==> src/rtl/signed_serial_subtractor.sv <==
// Bit-serial two's-complement subtractor, DIFF = A - B, LSB first.
// Ports: clk, rst_n (async low), in_valid/in_ready + A/B operands,
//        out_valid/out_ready + DIFF/OVF result. One full-adder cell,
//        WIDTH cycles per operation, optional saturation on overflow.
module signed_serial_subtractor #(
   parameter int WIDTH    = 8,
   parameter bit SATURATE = 1'b0
) (
   input  logic             clk,
   input  logic             rst_n,
   input  logic             in_valid,
   output logic             in_ready,
   input  logic [WIDTH-1:0] A,
   input  logic [WIDTH-1:0] B,
   output logic             out_valid,
   input  logic             out_ready,
   output logic [WIDTH-1:0] DIFF,
   output logic             OVF
);

   localparam int CW = $clog2(WIDTH);

   typedef enum logic [1:0] {
      IDLE,
      CALC,
      DONE
   } state_t;

   state_t state;
   state_t state_nx;

   logic [WIDTH-1:0] a_sh;
   logic [WIDTH-1:0] nb_sh;
   logic [WIDTH-2:0] res;
   logic             carry;
   logic [CW-1:0]    cnt;

   logic             sum_bit;
   logic             carry_nx;
   logic             last;
   logic             ovf_nx;
   logic [WIDTH-1:0] full;
   logic [WIDTH-1:0] sat_val;

   // Single full-adder cell: A + ~B + 1 with carry seeded to 1.
   assign sum_bit  = a_sh[0] ^ nb_sh[0] ^ carry;
   assign carry_nx = (a_sh[0] & nb_sh[0]) | (carry & (a_sh[0] ^ nb_sh[0]));
   assign last     = (cnt == CW'(WIDTH - 1));
   assign full     = {sum_bit, res};

   // On the MSB step, carry holds the carry into the MSB.
   assign ovf_nx   = carry ^ carry_nx;

   // a_sh[0] is A's sign bit on the MSB step.
   assign sat_val  = a_sh[0] ? {1'b1, {(WIDTH-1){1'b0}}}
                             : {1'b0, {(WIDTH-1){1'b1}}};

   assign in_ready  = (state == IDLE);
   assign out_valid = (state == DONE);

   always_ff @(posedge clk or negedge rst_n) begin
      if (!rst_n) begin
         state <= IDLE;
      end else begin
         state <= state_nx;
      end
   end

   always_comb begin
      state_nx = state;
      unique case (state)
         IDLE: if (in_valid) state_nx = CALC;
         CALC: if (last) state_nx = DONE;
         DONE: if (out_ready) state_nx = IDLE;
         default: state_nx = IDLE;
      endcase
   end

   always_ff @(posedge clk or negedge rst_n) begin
      if (!rst_n) begin
         a_sh  <= '0;
         nb_sh <= '0;
         res   <= '0;
         carry <= 1'b0;
         cnt   <= '0;
         DIFF  <= '0;
         OVF   <= 1'b0;
      end else if (state == IDLE) begin
         if (in_valid) begin
            a_sh  <= A;
            nb_sh <= ~B;
            carry <= 1'b1;
            cnt   <= '0;
         end
      end else if (state == CALC) begin
         a_sh  <= a_sh >> 1;
         nb_sh <= nb_sh >> 1;
         res   <= full[WIDTH-1:1];
         carry <= carry_nx;
         cnt   <= cnt + CW'(1);
         if (last) begin
            OVF  <= ovf_nx;
            DIFF <= (SATURATE && ovf_nx) ? sat_val : full;
         end
      end
   end

endmodule
==> config.mk <==
export PLATFORM = sky130hd
export DESIGN_NAME = signed_serial_subtractor
export DESIGN_NICKNAME = d
export VERILOG_FILES = /design/src/rtl/signed_serial_subtractor.sv
export SDC_FILE = /design/constraint.sdc
export NUM_CORES = 1
export LEC_CHECK = 0
export BUFFER_PORTS_ARGS = -buffer_cell sky130_fd_sc_hd__buf_2
export CAP_MARGIN = 20
export CORE_AREA = 2 2 73 75
export CTS_CLUSTER_DIAMETER = 120
export DETAILED_ROUTE_END_ITERATION = 6
export DIE_AREA = 0 0 75 77
export SLEW_MARGIN = 40
export SYNTH_ARGS = -nofsm -noshare
export SYNTH_HDL_FRONTEND = slang
export SYNTH_SLANG_ARGS = --single-unit
==> constraint.sdc <==
create_clock -name clk -period 2.35 [get_ports clk]
set_clock_uncertainty 0.05 [all_clocks]
set_input_delay 0.47 -clock clk [delete_from_list [all_inputs] [get_ports clk]]
set_output_delay 0.47 -clock clk [all_outputs]
set_load 0.02 [all_outputs]
==> results.yml <==
status:
  status: "completed"
clock_tree:
  cts-htree-levels: 2
  cts_hold_buf: 0
  numCtsBuffers: 5
  cts_setup_buffers: 0
  clock_latency_ps: 290
  cts_resized: 0
  clock_sinks: 38
  cts-root-buf: "clkbuf_8"
  max-clock-path-buffers: 2
  cts_tree: "yes"
  path_clk_slew_ps: 70
global_routing:
  grt_max_degree: 39
  antenna_found_initial: 0
  grt_pass1_wl_mm: 5.513
  grt_pass1_vias: 1159
  gr-total-overflow: 0
  grt_use_total: 0.1279
detailed_routing:
  wire_per_inst_um: 14.30
  drt-initial-drc-count: 34
  vias: 1151
  wirelength_mm: 3.317
  routed_via_density: 4.961
  drc_errors: 0
  drt.antenna.violating_nets: 0
  drtPass1Iterations: 4
min_path:
  hp-class: "in2async"
logic_synthesis:
  synth_compound_area_frac: 0.1752
  synth_cell_types: 26
  yosysSeqAreaShare: 0.5572
  synth-seq-cells: 38
  synth_top_family_by_area: "compound AO/OA/AOI/OAI gates"
  synth.avg_cell_area_sq_um: 12.64
  synth_mux_area_frac: 0.09897
  synth-xor-area-share: 0.005132
  synthesis.nets: 158
  synth_fa_ha_area_frac: 0.02639
  ys_warn_count: 0
  synthCells: 135
  synthSimpleGateAreaFrac: 0.06891
  netlist_area_sq_um: 1707
finish:
  nets: 186
  drive_gt1_frac: 0.3642
  multiInputGateArea_sq_um: 639.4
  register_area_sq_um: 950.9
  instances_no_fill: 232
  mostFrequentLayoutCell: "dfrtp_1"
  area_growth_pct: 14.08
  stdcell_area_sq_um: 1947
  antenna_cells: 0
  fill_cells: 507
  final_cell_mix: "dfrtp_1 (38), buf_2 (29), o22ai_1 (20), mux2_2 (15), a21oi_1 (9)"
  post-route-util: 0.3912
critical_path:
  crit_path_start_kind: "flip-flop"
  ff2ff_path_depth: 4
  reg2reg_slack_ps: 830
  rr_startpoint: "cnt[0]$_DFFE_PN0P_"
  required_ps: 1830
  path_max_fanout: 14
  arrival_ps: 1440
  r2r-end: "DIFF[3]$_DFFE_PN0P_"
  path_class: "reg2out"
  end_kind: "primary output"
timing:
  fin_tns_setup_ps: 0
  tightest_slew_ps: 551.7
  period_needed_ps: 1964
  rsz0062_at_grt: "no"
  worst_slack_ps: 385.8
  maxClockFrequency_mhz: 509.1
  drv_slew: 0
  period_share: 0.8359
  relSlewSlack: 0.6322
  setup_viol: 0
  whs_ps: 91.11
  report.final.hold_viol_count: 0
power:
  power_mw: 2.632
  p_per_area_nw_per_um2: 1352
  peakVddDrop_mv: 0.6552
  static-leakage-power_nw: 0.8838
floorplan:
  ios: 31
  rows: 26
  die-width_um: 75
  fp.dieH_um: 77
  die-area_sq_um: 5775
  fp.coreArea_sq_um: 4977
  start_util: 0.3429
run:
  drv_cap: 0
placed_design:
  placedCellCount: 226
  place.gp.congestion: 0.8139
  placed_area_sq_um: 1862
  pre_cts_ws_ps: 690.2
  dpl.hpwl_mm: 2.294
  port_buffers: 30
-- final cells by class --
type	instances	area share
Timing Repair Buffer	30	0.07841
Clock buffer	6	0.04242
Inverter	9	0.01735
Tap cell	70	0.04499
Sequential cell	38	0.4884
Multi-Input combinational cell	79	0.3284
-- critical path, stage by stage, from the launching register on --
cell and delay (ps):
dfrtp_1 530, inv_1 300, nor2_1 150, buf_2 180
-- layer usage --
| layer | routed length [um] | up-vias | track usage |
|---|---|---|---|
| li1 | - | 547 | - |
| met1 | 1592 | 564 | 0.1714 |
| met2 | 1510 | 36 | 0.1816 |
| met3 | 179 | 4 | 0.05256 |
| met4 | 35 | 0 | 0.05000 |
| met5 | 0 | - | 0 |
-- state kept, by name (all words and copies together), names as in the netlist --
| name | flops |
|---|---|
| a_sh | 8 |
| state | 2 |
| cnt | 3 |
| OVF | 1 |
| carry | 1 |
| DIFF | 8 |
| nb_sh | 8 |
| res | 7 |
-- where the power goes --
part / leakage [nW] / switching [mW] / internal (mW)
Combinational: 0.392 / 0.498 / 0.503
Clock: 0.0431 / 0.210 / 0.226
Sequential: 0.449 / 0.232 / 0.964
Total: 0.884 / 0.939 / 1.69
-- worst max path at each step --
stage	from	to	slack, ps	cells past startpoint
after floorplan	state[1]$_DFFE_PN0P_	out_valid	860	4
after global placement	state[1]$_DFFE_PN0P_	out_valid	740	3
after detailed placement	state[1]$_DFFE_PN0P_	out_valid	690	3
after CTS	state[1]$_DFFE_PN0P_	out_valid	380	3
after global routing	state[1]$_DFFE_PN0P_	out_valid	270	3
final	state[1]$_DFFE_PN0P_	out_valid	390	3
-- cell families after synthesis --
logic type,after synthesis
XOR/XNOR,1
flip-flops,38
AO/OA/AOI/OAI,45
adder cells (fa/ha/maj),3
AND/OR/NAND/NOR,15
multiplexers,15
buffers and inverters,18
-- cell usage after synthesis, drive strengths merged --
master / number / share of area
a21oi: 9 / 0.026
nand3b: 2 / 0.016
o22ai: 20 / 0.073
o31ai: 3 / 0.013
dfrtp: 38 / 0.56
ha: 2 / 0.015
o21bai: 1 / 0.0044
inv: 9 / 0.020
o221a: 2 / 0.013
o22a: 1 / 0.0051
mux2: 15 / 0.099
buf: 9 / 0.048
nand3: 1 / 0.0029
o21ai: 3 / 0.0088
nand2: 3 / 0.0066
nand2b: 4 / 0.023
a2bb2oi: 4 / 0.021
fa: 1 / 0.012
nor2: 5 / 0.020
a22o: 2 / 0.010
xnor2: 1 / 0.0051
Note: power is estimated with default switching activity, not from simulation.
